==> src/rtl/decode_issue_stage.sv <==
// Decode/issue stage for an RV64I-style pipeline.
// It decodes the incoming instruction, reads the register file (with same-cycle
// writeback forwarding), detects load-use hazards against the instruction in its
// output register, and holds the decoded fields in a valid/ready output register.

// Immediate generator: selects the immediate of the instruction format and
// sign-extends it to the datapath width.
module extend_imm #(
  parameter int DATA_WIDTH = 64
) (
  input  logic [31:7]           instr_hi,
  input  logic [2:0]            imm_src,
  output logic [DATA_WIDTH-1:0] imm_ext
);

  // Assemble the I/S/B/U/J immediate from the instruction bits
  always_comb begin
    imm_ext = '0;
    case (imm_src)
      3'b000:  imm_ext = {{(DATA_WIDTH-12){instr_hi[31]}}, instr_hi[31:20]};
      3'b001:  imm_ext = {{(DATA_WIDTH-12){instr_hi[31]}}, instr_hi[31:25], instr_hi[11:7]};
      3'b010:  imm_ext = {{(DATA_WIDTH-12){instr_hi[31]}}, instr_hi[7], instr_hi[30:25],
                          instr_hi[11:8], 1'b0};
      3'b011:  imm_ext = {{(DATA_WIDTH-32){instr_hi[31]}}, instr_hi[31:12], 12'b0};
      3'b100:  imm_ext = {{(DATA_WIDTH-20){instr_hi[31]}}, instr_hi[19:12], instr_hi[20],
                          instr_hi[30:21], 1'b0};
      default: imm_ext = '0;
    endcase
  end

endmodule

// Main decoder: turns opcode/funct fields into datapath control signals.
module control_unit #(
  parameter logic [2:0] LOAD_SRC = 3'b001
) (
  input  logic [6:0] opcode,
  input  logic [2:0] funct3,
  input  logic       funct7_b5,
  output logic       reg_we,
  output logic       mem_we,
  output logic       alu_src,
  output logic       branch,
  output logic       jump,
  output logic [2:0] result_src,
  output logic [2:0] imm_src,
  output logic [4:0] alu_control
);

  localparam logic [6:0] OP_R      = 7'b0110011;
  localparam logic [6:0] OP_RW     = 7'b0111011;
  localparam logic [6:0] OP_I      = 7'b0010011;
  localparam logic [6:0] OP_IW     = 7'b0011011;
  localparam logic [6:0] OP_LOAD   = 7'b0000011;
  localparam logic [6:0] OP_STORE  = 7'b0100011;
  localparam logic [6:0] OP_BRANCH = 7'b1100011;
  localparam logic [6:0] OP_JAL    = 7'b1101111;
  localparam logic [6:0] OP_JALR   = 7'b1100111;
  localparam logic [6:0] OP_LUI    = 7'b0110111;
  localparam logic [6:0] OP_AUIPC  = 7'b0010111;

  localparam logic [2:0] IMM_I = 3'b000;
  localparam logic [2:0] IMM_S = 3'b001;
  localparam logic [2:0] IMM_B = 3'b010;
  localparam logic [2:0] IMM_U = 3'b011;
  localparam logic [2:0] IMM_J = 3'b100;

  localparam logic [2:0] SRC_ALU   = 3'b000;
  localparam logic [2:0] SRC_PC4   = 3'b010;
  localparam logic [2:0] SRC_PCIMM = 3'b011;

  localparam logic [4:0] ALU_SUB   = 5'b00001;
  localparam logic [4:0] ALU_PASSB = 5'b01010;

  // Base ALU operation for a funct3; alt selects sub/sra. Bit 4 of the
  // final code marks 32-bit word operations.
  function automatic logic [3:0] alu_base(input logic [2:0] f3, input logic alt);
    case (f3)
      3'b000:  alu_base = alt ? 4'd1 : 4'd0;
      3'b001:  alu_base = 4'd2;
      3'b010:  alu_base = 4'd3;
      3'b011:  alu_base = 4'd4;
      3'b100:  alu_base = 4'd5;
      3'b101:  alu_base = alt ? 4'd7 : 4'd6;
      3'b110:  alu_base = 4'd8;
      default: alu_base = 4'd9;
    endcase
  endfunction

  // Decode the opcode into control signals; unknown opcodes decode as a no-op
  always_comb begin
    reg_we      = 1'b0;
    mem_we      = 1'b0;
    alu_src     = 1'b0;
    branch      = 1'b0;
    jump        = 1'b0;
    result_src  = SRC_ALU;
    imm_src     = IMM_I;
    alu_control = 5'b00000;
    case (opcode)
      OP_R: begin
        reg_we      = 1'b1;
        alu_control = {1'b0, alu_base(funct3, funct7_b5)};
      end
      OP_RW: begin
        reg_we      = 1'b1;
        alu_control = {1'b1, alu_base(funct3, funct7_b5)};
      end
      OP_I: begin
        reg_we      = 1'b1;
        alu_src     = 1'b1;
        alu_control = {1'b0, alu_base(funct3, (funct3 == 3'b101) & funct7_b5)};
      end
      OP_IW: begin
        reg_we      = 1'b1;
        alu_src     = 1'b1;
        alu_control = {1'b1, alu_base(funct3, (funct3 == 3'b101) & funct7_b5)};
      end
      OP_LOAD: begin
        reg_we     = 1'b1;
        alu_src    = 1'b1;
        result_src = LOAD_SRC;
      end
      OP_STORE: begin
        mem_we  = 1'b1;
        alu_src = 1'b1;
        imm_src = IMM_S;
      end
      OP_BRANCH: begin
        branch      = 1'b1;
        imm_src     = IMM_B;
        alu_control = ALU_SUB;
      end
      OP_JAL: begin
        reg_we     = 1'b1;
        jump       = 1'b1;
        imm_src    = IMM_J;
        result_src = SRC_PC4;
      end
      OP_JALR: begin
        reg_we     = 1'b1;
        jump       = 1'b1;
        alu_src    = 1'b1;
        result_src = SRC_PC4;
      end
      OP_LUI: begin
        reg_we      = 1'b1;
        alu_src     = 1'b1;
        imm_src     = IMM_U;
        alu_control = ALU_PASSB;
      end
      OP_AUIPC: begin
        reg_we     = 1'b1;
        alu_src    = 1'b1;
        imm_src    = IMM_U;
        result_src = SRC_PCIMM;
      end
      default: ;
    endcase
  end

endmodule

// Decode/issue stage top level.
module decode_issue_stage #(
  parameter int         ADDR_WIDTH  = 64,
  parameter int         DATA_WIDTH  = 64,
  parameter int         REG_ADDR_W  = 5,
  parameter int         INSTR_WIDTH = 32,
  parameter logic [2:0] LOAD_SRC    = 3'b001,
  parameter int         STALL_CNT_W = 16
) (
  input  logic                   i_clk,
  input  logic                   i_arst_n,
  input  logic                   i_valid,
  output logic                   o_ready,
  input  logic [INSTR_WIDTH-1:0] i_instruction,
  input  logic [ADDR_WIDTH-1:0]  i_pc,
  input  logic [ADDR_WIDTH-1:0]  i_pc_plus4,
  input  logic                   i_reg_we,
  input  logic [REG_ADDR_W-1:0]  i_rd_addr,
  input  logic [DATA_WIDTH-1:0]  i_rd_write_data,
  input  logic                   i_flush,
  output logic                   o_valid,
  input  logic                   i_ready,
  output logic [ADDR_WIDTH-1:0]  o_pc,
  output logic [ADDR_WIDTH-1:0]  o_pc_plus4,
  output logic [DATA_WIDTH-1:0]  o_rs1_data,
  output logic [DATA_WIDTH-1:0]  o_rs2_data,
  output logic [DATA_WIDTH-1:0]  o_imm_ext,
  output logic [REG_ADDR_W-1:0]  o_rs1_addr,
  output logic [REG_ADDR_W-1:0]  o_rs2_addr,
  output logic [REG_ADDR_W-1:0]  o_rd_addr,
  output logic [2:0]             o_func3,
  output logic [2:0]             o_result_src,
  output logic [4:0]             o_alu_control,
  output logic                   o_mem_we,
  output logic                   o_reg_we,
  output logic                   o_alu_src,
  output logic                   o_branch,
  output logic                   o_jump,
  output logic                   o_load_use_stall,
  output logic [STALL_CNT_W-1:0] o_stall_cnt
);

  localparam int NUM_REGS = 2 ** REG_ADDR_W;

  logic [REG_ADDR_W-1:0] rs1;
  logic [REG_ADDR_W-1:0] rs2;
  logic [REG_ADDR_W-1:0] rd;
  logic [2:0]            func3;
  logic                  dec_reg_we;
  logic                  dec_mem_we;
  logic                  dec_alu_src;
  logic                  dec_branch;
  logic                  dec_jump;
  logic [2:0]            dec_result_src;
  logic [2:0]            dec_imm_src;
  logic [4:0]            dec_alu_control;
  logic [DATA_WIDTH-1:0] dec_imm_ext;
  logic [DATA_WIDTH-1:0] rs1_data;
  logic [DATA_WIDTH-1:0] rs2_data;
  logic [DATA_WIDTH-1:0] regs [NUM_REGS];
  logic                  hazard;
  logic                  advance;
  logic                  accept;

  assign rs1   = i_instruction[15 +: REG_ADDR_W];
  assign rs2   = i_instruction[20 +: REG_ADDR_W];
  assign rd    = i_instruction[7 +: REG_ADDR_W];
  assign func3 = i_instruction[14:12];

  control_unit #(
    .LOAD_SRC(LOAD_SRC)
  ) u_control (
    .opcode     (i_instruction[6:0]),
    .funct3     (func3),
    .funct7_b5  (i_instruction[30]),
    .reg_we     (dec_reg_we),
    .mem_we     (dec_mem_we),
    .alu_src    (dec_alu_src),
    .branch     (dec_branch),
    .jump       (dec_jump),
    .result_src (dec_result_src),
    .imm_src    (dec_imm_src),
    .alu_control(dec_alu_control)
  );

  extend_imm #(
    .DATA_WIDTH(DATA_WIDTH)
  ) u_extend (
    .instr_hi(i_instruction[31:7]),
    .imm_src (dec_imm_src),
    .imm_ext (dec_imm_ext)
  );

  // Register file write port; x0 is never written so it always reads as zero
  always_ff @(posedge i_clk or negedge i_arst_n) begin
    if (!i_arst_n) begin
      for (int i = 0; i < NUM_REGS; i++) regs[i] <= '0;
    end else if (i_reg_we && (i_rd_addr != '0)) begin
      regs[i_rd_addr] <= i_rd_write_data;
    end
  end

  // Read ports forward a same-cycle writeback so the issued operand is current
  always_comb begin
    rs1_data = '0;
    rs2_data = '0;
    if (rs1 != '0) rs1_data = (i_reg_we && (i_rd_addr == rs1)) ? i_rd_write_data : regs[rs1];
    if (rs2 != '0) rs2_data = (i_reg_we && (i_rd_addr == rs2)) ? i_rd_write_data : regs[rs2];
  end

  // A load sitting in the output register cannot feed the next instruction yet
  assign hazard = o_valid & i_valid & (o_result_src == LOAD_SRC) & (o_rd_addr != '0) &
                  ((o_rd_addr == rs1) | (o_rd_addr == rs2));
  assign o_load_use_stall = hazard;
  assign advance = !o_valid | i_ready;
  assign o_ready = advance & !hazard & !i_flush;
  assign accept  = i_valid & o_ready;

  // Output register: flush beats accept, accept beats bubble, otherwise hold
  always_ff @(posedge i_clk or negedge i_arst_n) begin
    if (!i_arst_n) begin
      o_valid       <= 1'b0;
      o_pc          <= '0;
      o_pc_plus4    <= '0;
      o_rs1_data    <= '0;
      o_rs2_data    <= '0;
      o_imm_ext     <= '0;
      o_rs1_addr    <= '0;
      o_rs2_addr    <= '0;
      o_rd_addr     <= '0;
      o_func3       <= '0;
      o_result_src  <= '0;
      o_alu_control <= '0;
      o_mem_we      <= 1'b0;
      o_reg_we      <= 1'b0;
      o_alu_src     <= 1'b0;
      o_branch      <= 1'b0;
      o_jump        <= 1'b0;
    end else if (i_flush || (!accept && advance)) begin
      o_valid  <= 1'b0;
      o_reg_we <= 1'b0;
      o_mem_we <= 1'b0;
      o_branch <= 1'b0;
      o_jump   <= 1'b0;
    end else if (accept) begin
      o_valid       <= 1'b1;
      o_pc          <= i_pc;
      o_pc_plus4    <= i_pc_plus4;
      o_rs1_data    <= rs1_data;
      o_rs2_data    <= rs2_data;
      o_imm_ext     <= dec_imm_ext;
      o_rs1_addr    <= rs1;
      o_rs2_addr    <= rs2;
      o_rd_addr     <= rd;
      o_func3       <= func3;
      o_result_src  <= dec_result_src;
      o_alu_control <= dec_alu_control;
      o_mem_we      <= dec_mem_we;
      o_reg_we      <= dec_reg_we;
      o_alu_src     <= dec_alu_src;
      o_branch      <= dec_branch;
      o_jump        <= dec_jump;
    end
  end

  // Count load-use stall cycles, saturating so the counter never wraps
  always_ff @(posedge i_clk or negedge i_arst_n) begin
    if (!i_arst_n) begin
      o_stall_cnt <= '0;
    end else if (hazard && !i_flush && (o_stall_cnt != '1)) begin
      o_stall_cnt <= o_stall_cnt + STALL_CNT_W'(1);
    end
  end

endmodule

==> config.mk <==
export PLATFORM = sky130hd
export DESIGN_NAME = decode_issue_stage
export DESIGN_NICKNAME = d
export VERILOG_FILES = /design/src/rtl/decode_issue_stage.sv
export SDC_FILE = /design/constraint.sdc
export NUM_CORES = 2
export LEC_CHECK = 0
export CORE_UTILIZATION = 61
export CTS_CLUSTER_SIZE = 10
export DETAILED_ROUTE_END_ITERATION = 8
export PLACE_DENSITY_LB_ADDON = 0.08
export SETUP_SLACK_MARGIN = 0.1
export SYNTH_ARGS = -nofsm -noshare
export SYNTH_HDL_FRONTEND = slang
export SYNTH_SLANG_ARGS = --single-unit
==> constraint.sdc <==
create_clock -name i_clk -period 2.7 [get_ports i_clk]
set_input_delay 0.405 -clock i_clk [delete_from_list [all_inputs] [get_ports i_clk]]
set_output_delay 0.405 -clock i_clk [all_outputs]
set_load 0.01 [all_outputs]
# Yosys cells after proc, flatten, opt, wreduce, memory -nomap -nowiden
# Cells that the tools add are included.
[totals] ramBits=0 mem_bits_ro=0 latchBits=0 output_inout_bits=370 memories=0 reg_bits=2416 in_bits=235
[op_classes] eq_ne=27 order_cmp=4 reduce_logical=24 div_mod_pow=0 shifts=0 n_bitwise=14 add_sub_neg=1 n_mul=0 mux=38
[op_table] operator="$bwmux 2048" n=1
[op_table] operator="$bmux 64 s5" n=2
[op_table] operator="$mux 64" n=9
[op_table] operator="$demux 64 s5" n=1
[op_table] operator="$pmux 64 s5" n=1
[op_table] operator="$pmux 4 s7" n=2
[op_table] operator="$pmux 5 s6" n=1
[op_table] operator="$eq 7x6->1 const B" n=4
[op_table] operator="$eq 7x5->1 const B" n=3
[op_table] operator="$eq 7x7->1 const B" n=3
[op_table] operator="$eq 5x5->1" n=4
[op_table] operator="$reduce_bool 5->1" n=4
[op_table] operator="$mux 1" n=19
[op_table] operator="$ge 6x6->1 const B" n=3
[op_table] operator="$not 5->6" n=3
[op_table] operator="$add 16x1->16 const B" n=1
[op_table] operator="$ne 16x16->1 const B" n=1
[op_table] operator="$eq 3x2->1 const B" n=4
[op_table] operator="$eq 3x3->1 const B" n=4
[op_table] operator="$pmux 3 s4" n=1
[op_table] operator="$eq 3x1->1 const B" n=3
[op_table] operator="$reduce_or 9->1" n=1
[op_table] operator="$and 1x1->1" n=8
[op_table] operator="$eq 7x2->1 const B" n=1
[op_table] operator="12 further kinds" n=24

# Depth between registers and ports, before layout
[depth] word_depth=13 ltp_mapped=11 mapped_depth_nobuf=6

# Modules after synthesis
# Synthesis repeated with hierarchy kept, for this count alone.
[hier_totals] hier_cells=8142 area_unflattened_um2=121474.0
[by_module_without_submodules] mod="decode_issue_stage" area_per_inst_um2=120332.9 instances=1 cells_per_inst=7961 seq_area_each_um2=60458.0
[by_module_without_submodules] mod="extend_imm" area_per_inst_um2=780.7 instances=1 cells_per_inst=126 seq_area_each_um2=0.0
[by_module_without_submodules] mod="control_unit" area_per_inst_um2=360.3 instances=1 cells_per_inst=55 seq_area_each_um2=0.0

# Worst setup path after synthesis
# Ideal clock, no wire load.
[synth_path] path_kind="reg-to-reg" startpoint="register o_rd_addr[1]" endpoint="register o_rs1_data[28]" path_stages_with_launch=8 t_required_ns=2.574 t_arrival_ns=2.213 path_buffers=3 period_less_slack_ns=2.339 path_slack_ns=0.361 path_cell_list="dfrtp_1 or4_4 o21ai_4 o21bai_1 buf_2 buf_2 buf_2 a221o_1"
[synth_between] elab_chain_cells=12
[synth_rtl] element="from (decl)" line_no="193" source="output logic [REG_ADDR_W-1:0] o_rd_addr,"
[synth_rtl] element="from (signal assigned)" line_no="317" source="o_rd_addr <= rd;"
[synth_rtl] element="$eq 5x5->1 / $reduce_bool 5->1 (equally long branches)" line_no="276, 275"
[synth_rtl] element="$or 1x1->1 / $and 1x1->1 (equally long branches)" line_no="276, 275"
[synth_rtl] element="$and 1x1->1 *" line_no="275" source="assign hazard = o_valid & i_valid & (o_result_src == LOAD_SRC) & (o_rd_addr != '0) &"
[synth_rtl] element="$logic_not 1->1 *" line_no="279" source="assign o_ready = advance & !hazard & !i_flush;"
[synth_rtl] element="$and 1x1->1 * (2 in a row)" line_no="279"
[synth_rtl] element="$and 1x1->1 *" line_no="280" source="assign accept = i_valid & o_ready;"
[synth_rtl] element="$logic_not 1->1" line_no="302" source="end else if (i_flush || (!accept && advance)) begin"
[synth_rtl] element="$logic_and 1x1->1" line_no="302"
[synth_rtl] element="$logic_or 1x1->1" line_no="302"
[synth_rtl] element="$not 1->1 (no line)"
[synth_rtl] element="$reduce_and 2->1 (no line) *"
[synth_rtl] element="to (signal assigned)" line_no="312" source="o_rs1_data <= rs1_data;"
[synth_rtl] element="to (decl)" line_no="188" source="output logic [DATA_WIDTH-1:0] o_rs1_data,"
# Mark *: on every way between the ends. The rest lies on a longest branch, timed or not.
# A chain may end at the register's enable or synchronous reset.

# Worst setup path in the final report
[layout_path] startpoint="register o_rd_addr[2]" endpoint="output port o_load_use_stall"
[layout_between] elab_chain_cells=3
[layout_rtl] element="$eq 5x5->1 / $reduce_bool 5->1 (equally long branches)" line_no="276, 275"
[layout_rtl] element="$or 1x1->1 / $and 1x1->1 (equally long branches)" line_no="276, 275"
[layout_rtl] element="$and 1x1->1 *" line_no="275"
[layout_rtl] element="to (decl)" line_no="202" source="output logic o_load_use_stall,"
# Marked as above.

==> flow_metrics.env <==
export IMPL_status="finished, violations left"
export IMPL_synth_nets=8033
export IMPL_initial_core_util=0.6155
export IMPL_mostFrequentLayoutCells="dfrtp_1 (2,381), mux2_2 (2,131), mux4_2 (1,006)"
export IMPL_clock_sinks=2383
export IMPL_max_cap_violations=0
export IMPL_grt_overflow_total=0
export IMPL_postSynthAreaPerCell_um2=15.22
export IMPL_cp_max_fo=3
export IMPL_crit_buf_inv=4
export IMPL_drt_met1_wl_um=149600
export IMPL_ys_flop_type="dfrtp_1"
export IMPL_final_common_cell="dfrtp_1"
export IMPL_worst_path_stages=8
export IMPL_crit_path_end_kind="output pin"
export IMPL_setup_worst_path_class="reg -> out"
export IMPL_synth_cells=7797
export IMPL_ioPinCount=605
export IMPL_r2r_end="o_rs1_data[42]$_DFFE_PN0P_"
export IMPL_layout_drive_gt1_share=0.4962
export IMPL_ys_ff_latch=2383
export IMPL_clock_path_buffers=4
export IMPL_setup_viol=2
export IMPL_period_share=1.048
export IMPL_post_dp_hpwl_um=256900
export IMPL_synth_edf_count=0
export IMPL_numPortBuffers=603
export IMPL_finalClockSkew_ns=0.04217
export IMPL_tightest_slew_ns=1.085
export IMPL_crit_path_max_incr_delay_ns=0.42
export IMPL_drcViolationCount=0
export IMPL_cts_tree="built"
export IMPL_synth_top_area_cell="dfrtp_1"
export IMPL_multi_input_area_um2=55500
export IMPL_vias=81108
export IMPL_cp_top_family="buffers and inverters"
export IMPL_netlist_area_leader_share=0.5026
export IMPL_crit_slowest_cell="dfrtp_2"
export IMPL_rr_worst_depth=8
export IMPL_drv_slew=0
export IMPL_p_leak_nw=61.56
export IMPL_relSlewSlack=0.2751
export IMPL_final_core_util=0.7361
export IMPL_clock_tree_root_cell="clkbuf_16"
export IMPL_rsz0062_at_grt="true"
export IMPL_coreArea_um2=192800
export IMPL_wl_per_cell_um=35.19
export IMPL_grt_pass1_wl_um=580800
export IMPL_violations="setup timing"
export IMPL_p_per_area_nw_per_um2=727.5
export IMPL_worst_ep_arrival_time_ns=2.42
export IMPL_synth_cell_type_count=59
export IMPL_die_height_um=443.0
export IMPL_grt_usage=0.4032
export IMPL_wl_met3_um=41340
export IMPL_drt_total_wl_um=390600
export IMPL_gp_congestion=0.9398
export IMPL_wl_met2_um=180800
export IMPL_htree_levels=5
export IMPL_crit_start="o_rd_addr[2]$_DFFE_PN0P_"
export IMPL_flow_area_growth_from_synthesis_pct=19.59
export IMPL_async_flop_share=1.000
export IMPL_drtPass1Iterations=6
export IMPL_fp_dieArea_um2=196300
export IMPL_grt_max_degree=95
export IMPL_layout_nets=8756
export IMPL_ir_drop_mv=0.6261
export IMPL_n_fill_cell=12037
export IMPL_place_ws_ns=-0.6232
export IMPL_hp_class="in -> reg"
export IMPL_synth_top_cells_by_area="dfrtp_1 (50%), mux2_2 (20%), mux4_2 (19%)"
export IMPL_yosysWarningCount=0
export IMPL_clk_latency_ns=0.95
export IMPL_grt_pass1_vias=84134
export IMPL_grt_antenna_before_repair=11
export IMPL_cts_buffers=292
export IMPL_clkTransAtPathRegs_ns=0.05
export IMPL_required_ns=2.30
export IMPL_cp_cell_sequence="buf_6 > buf_4 > xor2_1 > nor2_1 > a22oi_4 > nor2_4 > buf_6 > buf_6"
export IMPL_min_period_ns=2.828
export IMPL_seq_area_frac_synth=0.5026
export IMPL_timing_rr_start="o_rd_addr[2]$_DFFE_PN0P_"
export IMPL_rows=161
export IMPL_hold_violations=0
export IMPL_regArea_um2=59630
export IMPL_worst_slack_ns=-0.1284
export IMPL_drt_iter0_markers=8903
export IMPL_vias_per_cell=7.306
export IMPL_fmax_mhz=353.6
export IMPL_crit_path_start_kind="register"
export IMPL_syn_area_um2=118700
export IMPL_dieWidth_um=443.0
export IMPL_postRouteAntennaNets=0
export IMPL_path_common_cell="buf_6"
export IMPL_regToRegSetupSlack_ns=0.11
export IMPL_cp_endpoint="o_load_use_stall"
export IMPL_topRoutingLayerUsed="met5"
-- worst reg2reg max path, cell delays in order, from the launching register on --
cell and delay (ns):
dfrtp_2 0.42, or4_4 0.57, o21ai_4 0.19, buf_4 0.17, buf_4 0.16, o21bai_4 0.09
buf_12 0.19, buf_12 0.22, a221o_1 0.47
-- through the flow --
step	instances	hold WS [ns]	setup TNS (ns)	power [mW]	instance area [um^2]
after CTS	11090	0.02754	-0.3821	103.2	141900
final	11101	0.06706	-0.2498	103.2	141900
after floorplan	7797	0.1094	0	60.38	118700
after global placement	10739	0.3763	-93.61	68.02	134000
after detailed placement	10739	0.3833	-109.76	69.21	134000
after global routing	11096	0.07289	-0.3921	106.7	141900
-- worst min-delay path by stage --
| stage | start | end | slack (ns) | depth (start not counted) |
|---|---|---|---|---|
| global route | i_pc[62] | o_pc[62]$_DFFE_PN0P_ | 0.07 | 2 |
| detailed placement | regs[2027]$_DFFE_PN0P_ | regs[2027]$_DFFE_PN0P_ | 0.38 | 0 |
| global placement | regs[2032]$_DFFE_PN0P_ | regs[2032]$_DFFE_PN0P_ | 0.38 | 0 |
| floorplan | i_arst_n | o_alu_control[0]$_DFFE_PN0P_ | 0.11 | 0 |
| CTS | i_instruction[25] | o_imm_ext[5]$_DFFE_PN0P_ | 0.03 | 3 |
| finish | i_pc[62] | o_pc[62]$_DFFE_PN0P_ | 0.07 | 2 |
-- cell usage after synthesis, types with 3 or more instances --
cell type,instances
nor2b_1,11
nand3b_1,9
a21o_1,3
inv_1,5
nor3_1,7
nor3b_1,5
and4_1,3
mux4_2,1006
buf_4,43
a21oi_1,35
or4_1,64
nand3_1,24
nor2_1,99
a31oi_1,4
nand2b_1,7
or3_1,3
o22ai_1,492
o21ai_0,40
or2_2,5
or3b_2,3
nor4_1,61
buf_2,224
nand4_1,14
mux2_2,2131
clkbuf_1,569
and2_1,5
nand2_1,214
a221o_1,64
mux2i_1,38
buf_6,7
xnor2_1,15
buf_1,64
xor2_1,19
dfrtp_1,2383
and3_1,7
a22oi_1,85
-- area by class of cell --
cell class	instances	share of cell area
well taps	2526	0.02227
clock inverters	6	0.0003703
diodes	10	0.0001764
multi-input cells	4502	0.3911
repair buffers	1336	0.1120
clock buffers	333	0.05368
inverters	5	0.0001323
flip-flops and latches	2383	0.4203
-- power breakdown --
group,total (mW),switching (mW),internal (mW)
clock,34.0,14.4,19.6
combinational,21.5,8.25,13.2
sequential,47.7,5.34,42.4
total,103,28.0,75.3
-- flip-flops by register name (all words and copies together) (netlist names), 16 cells and up --
signal / cells
o_imm_ext: 32
o_pc: 64
o_pc_plus4: 64
o_stall_cnt: 16
o_rs2_data: 64
o_rs1_data: 64
regs: 2048
-- repair_timing --
item	4_1_cts	5_1_grt
setup endpoints to repair	54	11
resized for setup	24	3
endpoints found under the hold margin	864	0
gates cloned	2	0
buffers inserted	5	1
pin swaps	7	4
hold buffers	5	0
-- kinds of logic (layout without fill, tap and decap cells) --
group,count (synthesis),count (layout),synth area share
xor+xnor,34,34,0.002510
compound gates,742,742,0.04204
simple gates,549,549,0.02331
fa+ha+maj,1,1,0.0001054
buf+inv,912,1680,0.03302
other cells,1,11,0.00003161
flops,2383,2383,0.5026
mux,3175,3175,0.3964
-- routing by layer --
layer / vias up / GRT usage
met3: 1048 / 0.1066
met5: - / 0
met2: 4984 / 0.6080
met4: 12 / 0.1728
met1: 43525 / 0.5587
li1: 31539 / -
Note: power is estimated with default switching activity, not from simulation.
